--- src/rtl/img_scan_pkg.sv ---
// Shared types and default sizes for the image-memory scan arbiter.
package img_scan_pkg;

    typedef enum logic [1:0] {
        IDLE  = 2'd0,
        SCAN  = 2'd1,
        DRAIN = 2'd2,
        DONE  = 2'd3
    } state_t;

    localparam int DEF_ADDR_W     = 18;
    localparam int DEF_PIX_W      = 8;
    localparam int DEF_IMG_PIXELS = 65536;
    localparam int DEF_FIFO_DEPTH = 4;

endpackage

--- src/rtl/img_scan_arbiter_if.sv ---
// CPU/memory/pixel bus seen by the scan arbiter; slave is the arbiter side.
interface img_scan_arbiter_if
    import img_scan_pkg::*;
#(
    parameter int ADDR_W = DEF_ADDR_W,
    parameter int PIX_W  = DEF_PIX_W
);
    logic              cpu_req;
    logic              cpu_we;
    logic [ADDR_W-1:0] cpu_adr;
    logic [ADDR_W-1:0] mem_adr;
    logic              mem_we;
    logic [PIX_W-1:0]  mem_rdata;
    logic              pix_pop;
    logic [PIX_W-1:0]  pix_data;
    logic              pix_valid;

    modport master (
        output cpu_req, cpu_we, cpu_adr, mem_rdata, pix_pop,
        input  mem_adr, mem_we, pix_data, pix_valid
    );

    modport slave (
        input  cpu_req, cpu_we, cpu_adr, mem_rdata, pix_pop,
        output mem_adr, mem_we, pix_data, pix_valid
    );
endinterface

--- src/rtl/sync_fifo_sa.sv ---
// Show-ahead synchronous FIFO with flush; the head holds the last popped value when empty.
module sync_fifo_sa #(
    parameter int DATA_W = 8,
    parameter int DEPTH  = 4
) (
    input  logic                     clk,
    input  logic                     reset,
    input  logic                     push,
    input  logic [DATA_W-1:0]        push_data,
    input  logic                     pop,
    input  logic                     flush,
    output logic [DATA_W-1:0]        data,
    output logic                     valid,
    output logic [$clog2(DEPTH):0]   count
);
    localparam int PTR_W = $clog2(DEPTH);
    localparam int CNT_W = PTR_W + 1;

    logic [DATA_W-1:0] store [DEPTH];
    logic [PTR_W-1:0]  rd_ptr;
    logic [PTR_W-1:0]  wr_ptr;
    logic [DATA_W-1:0] last;
    logic              do_pop;
    logic              do_push;

    assign do_pop  = pop && (count != '0);
    assign do_push = push && ((count != CNT_W'(DEPTH)) || do_pop);
    assign valid   = (count != '0);
    assign data    = valid ? store[rd_ptr] : last;

    always_ff @(posedge clk or posedge reset) begin
        if (reset) begin
            rd_ptr <= '0;
            wr_ptr <= '0;
            count  <= '0;
            last   <= '0;
        end else begin
            if (do_pop) begin
                last <= store[rd_ptr];
            end
            if (flush) begin
                rd_ptr <= '0;
                wr_ptr <= '0;
                count  <= '0;
            end else begin
                if (do_pop) begin
                    rd_ptr <= rd_ptr + PTR_W'(1);
                end
                if (do_push) begin
                    wr_ptr <= wr_ptr + PTR_W'(1);
                end
                case ({do_push, do_pop})
                    2'b10:   count <= count + CNT_W'(1);
                    2'b01:   count <= count - CNT_W'(1);
                    default: count <= count;
                endcase
            end
        end
    end

    // Storage is pure data and carries no reset.
    always_ff @(posedge clk) begin
        if (do_push && !flush) begin
            store[wr_ptr] <= push_data;
        end
    end

endmodule

--- src/rtl/img_scan_arbiter.sv ---
// Shares the image memory port between the CPU (always wins) and a linear
// frame scanner that prefetches pixels into a small show-ahead FIFO.
module img_scan_arbiter
    import img_scan_pkg::*;
#(
    parameter int ADDR_W     = DEF_ADDR_W,
    parameter int PIX_W      = DEF_PIX_W,
    parameter int IMG_PIXELS = DEF_IMG_PIXELS,
    parameter int FIFO_DEPTH = DEF_FIFO_DEPTH
) (
    input  logic               clk,
    input  logic               reset,
    input  logic               scan_en,
    img_scan_arbiter_if.slave  bus,
    output logic               frame_done,
    output logic               underflow,
    output logic               busy
);
    localparam int CNT_W = $clog2(FIFO_DEPTH) + 1;

    state_t            state;
    state_t            state_nx;
    logic [ADDR_W-1:0] scan_adr;
    logic              inflight;
    logic              scan_en_q;
    logic [CNT_W-1:0]  count;
    logic [CNT_W:0]    used;
    logic              issue;
    logic              last_issue;
    logic              abort;

    // Credit counts data already in flight so a returning read always has a slot.
    assign used       = {1'b0, count} + (CNT_W+1)'(inflight);
    assign issue      = (state == SCAN) && !bus.cpu_req && (used < (CNT_W+1)'(FIFO_DEPTH));
    assign last_issue = (scan_adr == ADDR_W'(IMG_PIXELS - 1));
    assign abort      = ((state == SCAN) || (state == DRAIN)) && !scan_en;

    assign bus.mem_adr = bus.cpu_req ? bus.cpu_adr : scan_adr;
    assign bus.mem_we  = bus.cpu_req && bus.cpu_we;

    assign frame_done = (state == DONE);
    assign busy       = (state != IDLE);

    always_comb begin
        state_nx = state;
        case (state)
            IDLE: begin
                if (scan_en) state_nx = SCAN;
            end
            SCAN: begin
                if (abort)                    state_nx = IDLE;
                else if (issue && last_issue) state_nx = DRAIN;
            end
            DRAIN: begin
                if (abort)          state_nx = IDLE;
                else if (!inflight) state_nx = DONE;
            end
            DONE: begin
                state_nx = scan_en ? SCAN : IDLE;
            end
            default: state_nx = IDLE;
        endcase
    end

    always_ff @(posedge clk or posedge reset) begin
        if (reset) begin
            state     <= IDLE;
            scan_adr  <= '0;
            inflight  <= 1'b0;
            scan_en_q <= 1'b0;
            underflow <= 1'b0;
        end else begin
            state     <= state_nx;
            inflight  <= issue && !abort;
            scan_en_q <= scan_en;
            if (abort) begin
                scan_adr <= '0;
            end else if (issue) begin
                scan_adr <= last_issue ? '0 : scan_adr + ADDR_W'(1);
            end
            // A pop on empty in the same cycle as an enable edge still sets the flag.
            if (bus.pix_pop && (count == '0)) begin
                underflow <= 1'b1;
            end else if (scan_en && !scan_en_q) begin
                underflow <= 1'b0;
            end
        end
    end

    sync_fifo_sa #(
        .DATA_W (PIX_W),
        .DEPTH  (FIFO_DEPTH)
    ) u_fifo (
        .clk       (clk),
        .reset     (reset),
        .push      (inflight),
        .push_data (bus.mem_rdata),
        .pop       (bus.pix_pop),
        .flush     (abort),
        .data      (bus.pix_data),
        .valid     (bus.pix_valid),
        .count     (count)
    );

endmodule

--- src/flat_wrapper.sv ---
// flat-port wrapper written by rule: the top's interface ports become plain ports
module img_scan_arbiter_flat import img_scan_pkg::*;
#(
    parameter int ADDR_W     = DEF_ADDR_W,
    parameter int PIX_W      = DEF_PIX_W,
    parameter int IMG_PIXELS = DEF_IMG_PIXELS,
    parameter int FIFO_DEPTH = DEF_FIFO_DEPTH
)
  (clk, reset, scan_en, frame_done, underflow, busy, bus_cpu_req, bus_cpu_we, bus_cpu_adr, bus_mem_rdata, bus_pix_pop, bus_mem_adr, bus_mem_we, bus_pix_data, bus_pix_valid);
  img_scan_arbiter_if #(.ADDR_W(ADDR_W), .PIX_W(PIX_W)) bus_i ();
  input  logic clk;
  input  logic reset;
  input  logic scan_en;
  output logic frame_done;
  output logic underflow;
  output logic busy;
  input wire logic [$bits(bus_i.cpu_req)-1:0] bus_cpu_req;
  input wire logic [$bits(bus_i.cpu_we)-1:0] bus_cpu_we;
  input wire logic [$bits(bus_i.cpu_adr)-1:0] bus_cpu_adr;
  input wire logic [$bits(bus_i.mem_rdata)-1:0] bus_mem_rdata;
  input wire logic [$bits(bus_i.pix_pop)-1:0] bus_pix_pop;
  output wire logic [$bits(bus_i.mem_adr)-1:0] bus_mem_adr;
  output wire logic [$bits(bus_i.mem_we)-1:0] bus_mem_we;
  output wire logic [$bits(bus_i.pix_data)-1:0] bus_pix_data;
  output wire logic [$bits(bus_i.pix_valid)-1:0] bus_pix_valid;
  assign bus_i.cpu_req = bus_cpu_req;
  assign bus_i.cpu_we = bus_cpu_we;
  assign bus_i.cpu_adr = bus_cpu_adr;
  assign bus_i.mem_rdata = bus_mem_rdata;
  assign bus_i.pix_pop = bus_pix_pop;
  assign bus_mem_adr = bus_i.mem_adr;
  assign bus_mem_we = bus_i.mem_we;
  assign bus_pix_data = bus_i.pix_data;
  assign bus_pix_valid = bus_i.pix_valid;
  img_scan_arbiter #(.ADDR_W(ADDR_W), .PIX_W(PIX_W), .IMG_PIXELS(IMG_PIXELS), .FIFO_DEPTH(FIFO_DEPTH)) u_core (.clk(clk), .reset(reset), .scan_en(scan_en), .bus(bus_i), .frame_done(frame_done), .underflow(underflow), .busy(busy));
endmodule
--- config.mk ---
export PLATFORM = sky130hd
export DESIGN_NAME = img_scan_arbiter_flat
export DESIGN_NICKNAME = d
export VERILOG_FILES = /design/src/rtl/img_scan_pkg.sv /design/src/rtl/img_scan_arbiter_if.sv /design/src/rtl/sync_fifo_sa.sv /design/src/rtl/img_scan_arbiter.sv /design/src/flat_wrapper.sv
export SDC_FILE = /design/constraint.sdc
export NUM_CORES = 1
export LEC_CHECK = 0
export CORE_AREA = 8 8 105 107
export CTS_BUF_LIST = sky130_fd_sc_hd__clkbuf_4 sky130_fd_sc_hd__clkbuf_8
export CTS_CLUSTER_SIZE = 28
export DETAILED_ROUTE_END_ITERATION = 10
export DIE_AREA = 0 0 113 115
export REMOVE_ABC_BUFFERS = 1
export SETUP_SLACK_MARGIN = 0.2
export SLEW_MARGIN = 10
export SYNTH_ARGS = -nofsm -noshare
export SYNTH_HDL_FRONTEND = slang
export SYNTH_HIERARCHICAL = 1
export SYNTH_SLANG_ARGS = --single-unit
--- constraint.sdc ---
create_clock -name clk -period 5 [get_ports clk]
set_input_delay 1 -clock clk [delete_from_list [all_inputs] [get_ports clk]]
set_output_delay 1 -clock clk [all_outputs]
set_load 0.01 [all_outputs]
After elaboration in Yosys (flattened, before gate mapping)
Memories as Yosys holds them, arrays and structs flattened. Index checks and enable logic that the tools add are counted.

Bits in registers: 38. Latch bits: 0. Memory bits (writable): 32. Bits in read-only memories: 0. Output and inout bits: 31. Memories kept: 1.

Memory list: u_core.u_fifo.store (words 4, bits a word 8, rd ports 1, clocked after memory_dff 0, wr ports 1, RTL line sync_fifo_sa.sv:19) `logic [DATA_W-1:0] store [DEPTH];`.

$add $sub $neg: 6. Multiply operators: 0. Div/mod/pow operators: 0. Order comparisons: 1. Equality and inequality tests: 10. Shift operators: 0. Multiplexer cells: 22. Bitwise operators: 0. Reductions and logical operators: 27.

Operator list (number): $mux W18 (4); $add A18 B1 Y18 const B (1); $eq A18 B16 Y1 const B (1); $mux W2 (9); $logic_and A1 B1 Y1 (11); $reduce_bool A2 Y1 (5); $mux W8 (1); $pmux W2 S4 (1); $eq A2 B2 Y1 const B (3); $ne A3 B3 Y1 const B (2); $pmux W3 S2 (1); $reduce_bool A3 Y1 (2); $mux W1 (5); $add A2 B1 Y2 const B (2); $add A3 B1 Y4 (1); $eq A2 B1 Y1 const B (2); $logic_not A1 Y1 (4); $lt A4 B3 Y1 const B (1); $add A3 B1 Y3 const B (1); $logic_not A3 Y1 (1); $mux W3 (1); $ne A3 B2 Y1 const B (1); $reduce_and A3 Y1 (1); $sub A3 B1 Y3 const B (1); other kinds (3) (4).

Longest topological paths before layout
Gate-level depths: netlist of run 1.

Depth after elaboration: 7. Gate-level depth with buffers: 8.

Cells and area by module
Netlist of run 1, hierarchy kept.

By module, submodules not included: sync_fifo_sa (times used 1, cells an instance 130, area each 2120.8 µm², sequential area each 1336.3 µm²); img_scan_arbiter (times used 1, cells an instance 168, area each 1540.2 µm², sequential area each 575.6 µm²).

Least setup slack after synthesis of run 1
OpenSTA, ideal clock, no wires.

Path type: input -> output. From: in bus_cpu_req. To: out bus_mem_adr[0]. Arrival time: 1.720 ns. Setup slack: 2.280 ns. Stages on the path: 2. Cell sequence: clkbuf_1 > mux2_2.

Word-level cells in the longest chain between the ends: 1.

RTL lines: start, declared (RTL line flat_wrapper.sv:17) `input wire logic [$bits(bus_i.cpu_req)-1:0] bus_cpu_req;`; $mux W18 (RTL line img_scan_arbiter.sv:38) `assign bus.mem_adr = bus.cpu_req ? bus.cpu_adr : scan_adr;`; end, declared (RTL line flat_wrapper.sv:22) `output wire logic [$bits(bus_i.mem_adr)-1:0] bus_mem_adr;`.

No other way between the ends.

Worst setup path in the final report of run 1
From: in bus_cpu_req. To: out bus_mem_adr[1].

The elaborated chain is that of the path after synthesis.

==> reports/metrics.yaml, run 1 <==
fin_nets: 400
hold_viol: 0
cts_tree: "built"
post_cts_buffers: 0
rows: 36
grt_pass1_vias: 2507
antenna_found_initial: 0
cts_hold_buf: 0
clk_latency_ns: 0.34
fin_util_pct: 48.0
cts_num_sinks: 70
instances_no_fill: 477
routabilityCongestion: 0.800
cp_max_fo: 21
avgViaCountPerCell: 5.26
synth_warnings: 6
htreeDepth: 3
cts_resized: 0
dieArea_sq_um: 13000
cts_made_buffers: 9
synth_common_cells: "dfrtp_1 (38), mux2_2 (33), edfxtp_1 (32), nor2_1 (25), nand3_1 (18)"
num_vias: 2507
maxCapViolCount: 0
drt_first_pass_iters: 4
grt_pass1_wl_mm: 12.7
ys_ff_latch: 70
die_w_microns: 113
pre_cts_ws_ns: 1.03
cp_common_cell: "clkdlybuf4s50_1"
grt_max_degree: 24
fin_setup_tns_ns: 0
path_class: "in2out"
syn_inst: 298
crit_required_ns: 4.00
start_kind: "primary input"
insertedDiodeCount: 0
drv_slew: 0
status: "finished, final reports clean"
path_cells: "clkdlybuf4s50_1 > mux2_2 > clkdlybuf4s50_1"
yosys.cell_count.top_type: "dfrtp_1"
tightest_slew_ns: 0.913
fin_crit_ns: 3.92
slew_headroom_pct: 39.1
cp_num_buf_inv: 2
design_area_sq_um: 4540
fin_skew_ns: 0.00764
vdd.ir_drop.worst_uv: 158
numPortBuffers: 62
synth.distinct_cells: 55
setup_slack_ns: 1.08
wl_per_cell_microns: 16.2
dp_cells: 461
root_buffer: "clkbuf_8"
drive_above_1_share_pct: 17.9
synth.area.top_cells: "edfxtp_1 (26%), dfrtp_1 (26%), mux2_2 (10%)"
leakagePower_nw: 1.76
place_area_sq_um: 4340
synth_edf_count: 32
max_stage_delay_ns: 1.01
overflow: 0
grt_use_total_pct: 12.2
p_per_area_nw_per_um2: 433
grt_setup_unrepaired: "false"
hpwl_mm: 5.49
yosysTopAreaCellShare_pct: 26.2
initial_core_util_pct: 38.7
avgSynthCellArea_sq_um: 12.3
crit_family: "buffers and inverters"
wl_mm: 7.71
drc: 0
seq_area_frac_synth_pct: 52.2
pin_count: 63
arrival_ns: 2.92
mappedNetlistArea_sq_um: 3660
hold_path_class: "reg2reg"
area_growth_pct: 24.1
ant_nets: 0
fp.dieH_microns: 115
synth-async-reset-ratio_pct: 54.3
synth_area_leader_cell: "edfxtp_1"
clockBufferDepth: 2
crit_path_top_delay_cell: "clkdlybuf4s50_1"
finalSetupViolCount: 0
cp-end-kind: "output pin"
finalCritPeriodShare_pct: 78.4
first_iter_violations: 63
fmaxAchievable_mhz: 255
synth_top_flop_cell: "dfrtp_1"
core_sq_um: 9460
clkTransAtPathRegs_ns: 0.08
sequential cells by signal, indices dropped and copies added, names as in the netlist:
name	cells
u_core/u_fifo/wr_ptr	2
u_core/inflight	1
u_core/scan_adr	18
u_core/scan_en_q	1
u_core/u_fifo/rd_ptr	2
u_core/u_fifo/store	32
u_core/underflow	1
u_core/state	2
u_core/u_fifo/last	8
u_core/u_fifo/count	3
cell type report:
class	count	area [sq um]
fill	869	4920
sequential	70	1910
multi-input combinational	199	1600
timing repair buffer	63	628
tap	114	143
clock buffer	9	124
clock inverter	7	78.8
inverter	15	56.3
through the flow:
stage / power [mW] / hold slack (ns)
final: 1.96 / 0.490
after global routing: 2.09 / 0.517
after CTS: 1.99 / 0.503
after detailed placement: 1.52 / 0.482
after global placement: 1.51 / 0.470
after floorplan: 1.21 / 0.439
worst register-to-register path, delay by kind of cell (launching register included):
kind | cells | cell delay [ns]
AND/OR/NAND/NOR | 3 | 0.83
AO/OA/AOI/OAI | 2 | 0.79
flip-flops | 1 | 0.54
adder cells (fa/ha/maj) | 1 | 0.41
where the power goes:
part           internal (mW)  switching, mW  leakage, nW  total (mW)
clock network          0.235          0.232       0.0929       0.467
registers              0.698          0.111        0.786       0.809
logic                  0.387          0.302        0.881       0.689
cells in the final DEF, fill, tap and decap left out, types with 2 or more instances in the layout:
| cell type | netlist | final |
|---|---|---|
| dfrtp_1 | 38 | 38 |
| clkbuf_8 | 0 | 9 |
| a31oi_1 | 3 | 3 |
| nor3_1 | 4 | 4 |
| inv_6 | 0 | 3 |
| clkdlybuf4s50_1 | 0 | 62 |
| inv_1 | 15 | 15 |
| clkinvlp_4 | 0 | 3 |
| nand3_1 | 18 | 18 |
| a21oi_1 | 10 | 10 |
| xor2_1 | 10 | 10 |
| nand2_1 | 14 | 14 |
| nand4_1 | 7 | 7 |
| nor2_1 | 25 | 25 |
| o2111ai_1 | 2 | 2 |
| mux4_2 | 8 | 8 |
| mux2_2 | 33 | 33 |
| and3_1 | 4 | 4 |
| edfxtp_1 | 32 | 32 |
| nor4_1 | 2 | 2 |
| and2_1 | 7 | 7 |
| o21ai_0 | 7 | 7 |
| xnor2_1 | 4 | 4 |
| or3_1 | 4 | 4 |
| ha_1 | 9 | 9 |
logic make-up (layout without fill, tap and decap cells):
kind of cell,Yosys count,after routing,share of synthesized area [%]
AND/OR/NAND/NOR,99,99,14.9
buffers and inverters,29,94,4.07
adder cells (fa/ha/maj),10,10,3.62
flip-flops,70,70,52.2
XOR/XNOR,14,14,3.35
AO/OA/AOI/OAI,34,34,6.46
multiplexers,42,42,15.3
routing by layer:
metal  track usage, %  vias up  wire, microns
met2             19.2       37           3600
met1             15.7     1245           3680
met4             5.60        0            126
met3             2.78        9            307
met5                0        -              0
li1                 -     1216              -
final timing paths:
kind,startpoint,end,slack (ns),cells past startpoint
hold reg to reg,u_core/scan_en_q,u_core/underflow,0.49,2
hold / removal,u_core/scan_en_q,u_core/underflow,0.49,2
setup reg to reg,u_core/u_fifo/count[1],u_core/u_fifo/count[2],2.35,6
min in group asynchronous,reset,u_core/u_fifo/wr_ptr[1],1.07,2
max in group asynchronous,reset,u_core/scan_adr[2],3.22,2
setup / recovery,bus_cpu_req,bus_mem_adr[1],1.08,3
Note: power is estimated with default switching activity, not from simulation.
==> inputs of run 2 (changes only) <==
==> constraint.sdc (replaced) <==
create_clock -name clk -period 3.2 [get_ports clk]
set_input_delay 0.64 -clock clk [delete_from_list [all_inputs] [get_ports clk]]
set_output_delay 0.64 -clock clk [all_outputs]
set_load 0.01 [all_outputs]
==> run 2 against run 1 <==
Clock-buffer cell count did not move. Via count increased by 2.1%. Worst hold slack worse by 0.0030 ns. Wire length is 5.6% higher. Sequential share of layout area fell by 0.30 points. Critical path depth is 1 higher. Clock power increased by 44%. Critical path type unchanged. Largest power group unchanged. Highest routed layer unchanged.
==> reports/metrics.yaml, run 2 (synthesis gave the netlist of run 1 again) <==
drt_first_pass_iters: 4
post_cts_buffers: 0
cp-end-kind: "output pin"
leakagePower_nw: 1.79
antenna_found_initial: 0
dp_cells: 467
vdd.ir_drop.worst_uv: 262
cts_hold_buf: 0
fp.dieH_microns: 115
initial_core_util_pct: 38.7
pin_count: 63
maxCapViolCount: 0
r2r_slack_ns: 0.53
crit_start: "bus_cpu_req"
grt_setup_unrepaired: "false"
grt_max_degree: 24
arrival_ns: 2.22
mostFrequentLayoutCells: "clkdlybuf4s50_1 (62), dfrtp_1 (38), mux2_2 (33)"
layout_commonest_cell: "clkdlybuf4s50_1"
path_class: "in2out"
largest_reg_flops: 32
slew_headroom_pct: 38.2
drv_slew: 0
fin_skew_ns: 0.00960
fillers: 862
fmaxAchievable_mhz: 349
cts_resized: 0
area_growth_pct: 24.9
grt_pass1_vias: 2539
hp-start: "u_core/scan_en_q"
hold_path_class: "reg2reg"
cts_made_buffers: 9
finalCritPeriodShare_pct: 89.5
cp_max_fo: 21
wl_per_cell_microns: 16.8
hold_viol: 0
pre_cts_ws_ns: 0.325
routabilityCongestion: 0.787
instances_no_fill: 483
p_per_area_nw_per_um2: 668
drc: 0
cts_num_sinks: 70
crit_required_ns: 2.56
dieArea_sq_um: 13000
status: "finished, final reports clean"
grt_pass1_wl_mm: 13.1
fin_nets: 406
first_iter_violations: 133
rr_startpoint: "u_core/u_fifo/count[1]"
finalSetupViolCount: 0
core_sq_um: 9460
clockBufferDepth: 2
setup_slack_ns: 0.336
ant_nets: 0
fin_setup_tns_ns: 0
clk_latency_ns: 0.35
root_buffer: "clkbuf_8"
fin_crit_ns: 2.86
htreeDepth: 3
r2r_end: "u_core/u_fifo/count[2]"
avgViaCountPerCell: 5.30
hpwl_mm: 5.73
regMostFlops: "u_core/u_fifo/store"
die_w_microns: 113
r2r_cells: 6
grt_use_total_pct: 12.7
rows: 36
cts_tree: "built"
wl_mm: 8.14
clkTransAtPathRegs_ns: 0.08
overflow: 0
numPortBuffers: 62
multiInputGateArea_sq_um: 1600
regArea_sq_um: 1910
whs_endpoint: "u_core/underflow"
holdPathStages: 2
reg.largest.list: "u_core/u_fifo/store: 32 flops, u_core/scan_adr: 18 flops, u_core/u_fifo/last: 8 flops"
drive_above_1_share_pct: 19.2
insertedDiodeCount: 0
start_kind: "primary input"
tightest_slew_ns: 0.926
num_vias: 2559
==> run 2: cell types whose count changed in the layout (fill, tap and decap cells not counted) <==
cell / before / now
buf_4: 1 / 6
clkinvlp_4: 3 / 1
inv_6: 3 / 4
clkinv_4: 0 / 1
bufinv_16: 1 / 0
inv_8: 0 / 1
buf_6: 0 / 1
==> run 2: routing by layer <==
layer	GRT usage (%)	routed length (microns)
met4	5.86	134
met2	19.2	3840
met5	0	0
met3	2.42	324
met1	17.3	3840
==> run 2: worst max-delay path by stage <==
stage,endpoint,slack [ns],cells after the start
floorplan,u_core/u_fifo/count[2],0.84,6
global placement,bus_mem_adr[0],0.36,4
detailed placement,bus_mem_adr[1],0.32,4
CTS,bus_pix_data[0],0.28,4
global route,bus_pix_data[0],0.26,4
finish,bus_mem_adr[1],0.34,4
==> run 2: area by class of cell <==
type / count / area share [%]
Timing Repair Buffer: 69 / 14.8
Sequential cell: 70 / 41.8
Inverter: 15 / 1.23
Tap cell: 114 / 3.12
Clock buffer: 9 / 2.71
Multi-Input combinational cell: 199 / 35.0
Clock inverter: 7 / 1.37
==> run 2: metrics by stage <==
stage	util (%)	cell area (sq um)	power, mW	hold slack (ns)
final	48.4	4570	3.06	0.487
after global routing	48.4	4570	3.25	0.522
after CTS	48.3	4570	3.09	0.495
after detailed placement	46.3	4380	2.41	0.474
after global placement	46.3	4380	2.38	0.465
after floorplan	-	3570	1.89	0.439
==> run 2: critical path: stages <==
cell	delay [ns]
clkdlybuf4s50_1	0.45
buf_4	0.26
mux2_2	0.37
clkdlybuf4s50_1	0.48
==> run 2: where the power goes <==
| part | total, mW | internal [mW] | switching, mW |
|---|---|---|---|
| clock | 0.673 | 0.299 | 0.374 |
| sequential | 1.24 | 1.09 | 0.153 |
| combinational | 1.14 | 0.632 | 0.506 |
==> edit 1, RTL diff (flow settings as in run 2) <==
Reset style: synchronous (`reset`), changed in 2 clocked blocks.
--- a/src/rtl/sync_fifo_sa.sv
+++ b/src/rtl/sync_fifo_sa.sv
@@ -28,7 +28,7 @@
     assign valid   = (count != '0);
     assign data    = valid ? store[rd_ptr] : last;
 
-    always_ff @(posedge clk or posedge reset) begin
+    always_ff @(posedge clk) begin
         if (reset) begin
             rd_ptr <= '0;
             wr_ptr <= '0;
--- a/src/rtl/img_scan_arbiter.sv
+++ b/src/rtl/img_scan_arbiter.sv
@@ -62,7 +62,7 @@
         endcase
     end
 
-    always_ff @(posedge clk or posedge reset) begin
+    always_ff @(posedge clk) begin
         if (reset) begin
             state     <= IDLE;
             scan_adr  <= '0;
Behaviour: differs if reset is asserted again (counterexample within 4 cycles, from zero or initial values and one cycle with reset high); with reset held inactive, the same outputs for 10 cycles.
==> edit 1 against run 2 <==
Fmax is 0.57% higher. Final area is 3.6% lower. Setup slack better by 0.016 ns. Area after synthesis is 5.0% lower. Sequential cell count is 2 higher. First-iteration DRC count is 30% lower. Routed wire length is 11% lower. Critical path type unchanged. Largest cell class unchanged. Highest routed layer unchanged.
Power is not compared: it rests on default switching activity, and its combinational part moved more than twofold at a synthesized area within 25%.
==> edit 1: results (changes against run 2) <==
TIMING.CLOCK.SKEW_NS=0.00865  # -0.000950 ns
HOLD_SP='u_core/u_fifo/last[7]'
FINALNETCOUNT=414  # +2.0%
HOLD_WORST_PATH_END='u_core/u_fifo/last[7]'
NCLKBUFFERS=10  # +1
SYNTH_SEQ_AREA_SHARE=0.506  # -0.0157
BUFFER_AREA_FRAC=0.151  # +0.00290
GRT_MAX_DEGREE=22  # -8.3%
GRT_FIRST_PASS_WIRELENGTH_MM=12.1  # -7.6%
WORST_R2R_ENDPOINT='u_core/state[0]'
YS_ASYNC_SR_FRACTION=0  # -0.543
MULTIINPUTCOMBCELLCOUNT=209  # +5.0%
STATUS='complete, no violations'
POST-LAYOUT-TOTAL-POWER_mW=2.04
YS.FLOP_TYPE='sky130_fd_sc_hd__dfxtp_1'
FILL_COUNT=889  # +3.1%
VIA_COUNT_OF_THE_FIRST_GLOBAL_ROUTING_PASS=2458  # -3.2%
MULTI_INPUT_AREA_SHARE=0.361  # +0.0112
LAYOUT.CLOCK.CELL_AREA_SHARE=0.0462  # +0.00547
YOSYS-MUX-AREA-FRACTION=0.136  # -0.0178
GRT_USE_TOTAL=0.117  # -0.0105
DRT_WL_TOTAL_MM=7.25  # -11%
POST_SYNTH_NUM_CELL_TYPES=49  # -11%
TIMING.RR.START='u_core/scan_adr[0]'
TIMING.REG2REG.SETUP_SLACK_NS=1.14  # +0.61 ns
NUM-NONCLK-INVERTERS=12  # -3
CRIT_END='bus_mem_adr[16]'
POST_SYNTH_MAIN_AREA_CONTRIBUTORS='sky130_fd_sc_hd__edfxtp_1, sky130_fd_sc_hd__dfxtp_1, sky130_fd_sc_hd__mux2_2'
[edit 1: changes by cell type in the layout (fill, tap and decap cells not counted), sizes merged, moves of 6 or more]
| cell | change |
|---|---|
| mux2 | -8 |
| nand2 | +15 |
| dfxtp | +40 |
| nand3 | -9 |
| inv | -6 |
| nor4 | +6 |
| dfrtp | -38 |
| xnor2 | +10 |
[edit 1: routing by layer]
layer | up-vias | wire (um) | GRT usage
li1 | 1229 | - | -
met3 | 4 | 225 | 0.0263
met4 | 0 | 87 | 0.0613
met5 | - | 0 | 0
met1 | 1146 | 3500 | 0.145
met2 | 31 | 3440 | 0.186
[edit 1: metrics by stage]
stage	setup WS, ns	cells	hold WS [ns]	utilization
2_1_floorplan	1.13	293	0.427	-
3_3_place_gp	0.360	475	0.437	0.445
3_5_place_dp	0.339	475	0.444	0.445
4_1_cts	0.333	491	0.456	0.466
5_1_grt	0.261	491	0.477	0.466
6_report	0.352	491	0.453	0.466
==> edit 2, RTL diff (settings of run 2) <==
Without the edit above. Change the package constant `DEF_ADDR_W` from 18 to 16.
--- a/src/rtl/img_scan_pkg.sv
+++ b/src/rtl/img_scan_pkg.sv
@@ -8,7 +8,7 @@
         DONE  = 2'd3
     } state_t;
 
-    localparam int DEF_ADDR_W     = 18;
+    localparam int DEF_ADDR_W     = 16;
     localparam int DEF_PIX_W      = 8;
     localparam int DEF_IMG_PIXELS = 65536;
     localparam int DEF_FIFO_DEPTH = 4;
Ports: changed (resized bus_cpu_adr and bus_mem_adr); port bits go from 63 to 59. No check against the original RTL was run, so the function may have changed too.
==> edit 2 against run 2 <==
Clock power grew 9.5%. Routed wire length shrank 6.3%. Core utilization shrank 1.4 points. Area after synthesis shrank 2.7%. Final area shrank 3.0%. Sequential cell count shrank 2. Power grew 6.5%. Setup slack lost 0.020 ns. Critical path depth is the same.
==> edit 2: results (changes against run 2) <==
CP_TOP_FAMILY='multiplexers'
POST_SYNTH_NUM_CELL_TYPES=56  # +1.8%
PLACE_CONGESTION=0.765  # -2.8%
SYNTHCELLS=287  # -3.7%
CRITICAL-PATH-SLOWEST-CELL='sky130_fd_sc_hd__mux4_2'
MET3WIRELENGTH_UM=312  # -3.7%
SYNTH_ADDER_AREA_SHARE=0.0407  # +0.00450
CRIT_PATH_MAX_FANOUT=10  # -52%
MULTIINPUTCOMBCELLCOUNT=186  # -6.5%
LAYOUT.CLOCK.CELL_AREA_SHARE=0.0465  # +0.00576
POWER.IR.VDD_WORST_mV=0.274  # +4.6%
CTS_SINKS=68  # -2.9%
IO_BUFFER_COUNT=58  # -6.5%
FINALNETCOUNT=390  # -3.9%
GRT_FIRST_PASS_WIRELENGTH_MM=12.6  # -4.0%
LAYOUT.AREA.SEQ_UM2=1860  # -2.6%
WL_PER_CELL_UM=16.3  # -3.3%
POWER.SWITCHING_mW=1.11  # +7.3%
TIMING.CLOCK.SKEW_NS=0.00798  # -0.00162 ns
DELAY_OF_THE_SLOWEST_CELL_ON_THE_WORST_PATH_NS=0.57  # +0.09 ns
STATUS='complete, no violations'
DETAIL_ROUTE.WIRELENGTH.MET1_MM=3.43  # -11%
AVGVIACOUNTPERCELL=5.26  # -0.67%
GRT_MAX_DEGREE=22  # -8.3%
BUFFER_AREA_FRAC=0.141  # -0.00701
DR.FIRST_ITER.DRC_COUNT=96  # -28%
MULTI_INPUT_GATE_AREA_UM2=1530  # -4.6%
SYNTH_TOP_CELLS_BY_COUNT='sky130_fd_sc_hd__dfrtp_1, sky130_fd_sc_hd__edfxtp_1, sky130_fd_sc_hd__mux2_2, sky130_fd_sc_hd__inv_1, sky130_fd_sc_hd__nor2_1'
WORST-SLEW-PIN-TRANSITION_NS=0.816  # -0.110 ns
N_ALL_BUFFERS=64  # -7.2%
POWER.INTERNAL_mW=2.15  # +6.1%
LARGEST_REGISTERS='u_core/u_fifo/store (32), u_core/scan_adr (16), u_core/u_fifo/last (8)'
DP_SLACK_NS=0.346  # +0.0215 ns
NUM-NONCLK-INVERTERS=20  # +5
POSTPLACECELLAREA_UM2=4230  # -3.5%
FILL_COUNT=886  # +2.8%
GLOBAL_ROUTE_MET3_UTILIZATION=0.0305  # +0.00630
POST_SYNTH_MAIN_AREA_CONTRIBUTORS='sky130_fd_sc_hd__edfxtp_1, sky130_fd_sc_hd__dfrtp_1, sky130_fd_sc_hd__mux2_2'
DETAILROUTE.VIA_COUNT=2463  # -3.8%
GRT_USE_MET2=0.196  # +0.00317
DP_CELLS=452  # -3.2%
SEQPWRFRAC=0.376  # -0.031
POWERDENSITY_nW_PER_UM2=733  # +9.8%
ARRIVAL_NS=2.24  # +0.02 ns
POST_SYNTHESIS_COMPOUND_GATE_AREA_FRACTION=0.0945  # +0.0299
DETAILED_PLACE_HPWL_MM=5.44  # -5.1%
WL_MET2_MM=3.75  # -2.3%
YS_ASYNC_SR_FRACTION=0.529  # -0.0134
GROUTE.LAYER.MET1.USAGE=0.152  # -0.0208
[edit 2: changes by cell type in the layout (fill, tap and decap cells not counted), sizes merged, moves of 3 or more]
cell,change
nor2,-8
o21ai,+8
nand3,-6
clkdlybuf4s50,-4
inv,+4
xor2,-4
a211o,+3
a21o,+3
mux2,-3
nor3,+3
xnor2,-3
[edit 2: worst paths after layout]
kind	slack, ns	cells after the start	startpoint	to
min in group asynchronous	0.69	2	reset	u_core/u_fifo/count[2]
min reg2reg	0.50	2	u_core/scan_en_q	u_core/underflow
max reg2reg	0.60	6	u_core/u_fifo/count[0]	u_core/u_fifo/count[2]
min	0.50	2	u_core/scan_en_q	u_core/underflow
max in group asynchronous	1.89	2	reset	u_core/scan_adr[6]
max	0.32	4	u_core/u_fifo/rd_ptr[0]	bus_pix_data[0]
[edit 2: worst reg2reg max path, delay by kind of cell, from the launching register on]
family / cells / cell delay [ns]
fa+ha+maj: 1 / 0.40
flops: 1 / 0.56
simple gates: 3 / 0.84
compound gates: 2 / 0.74
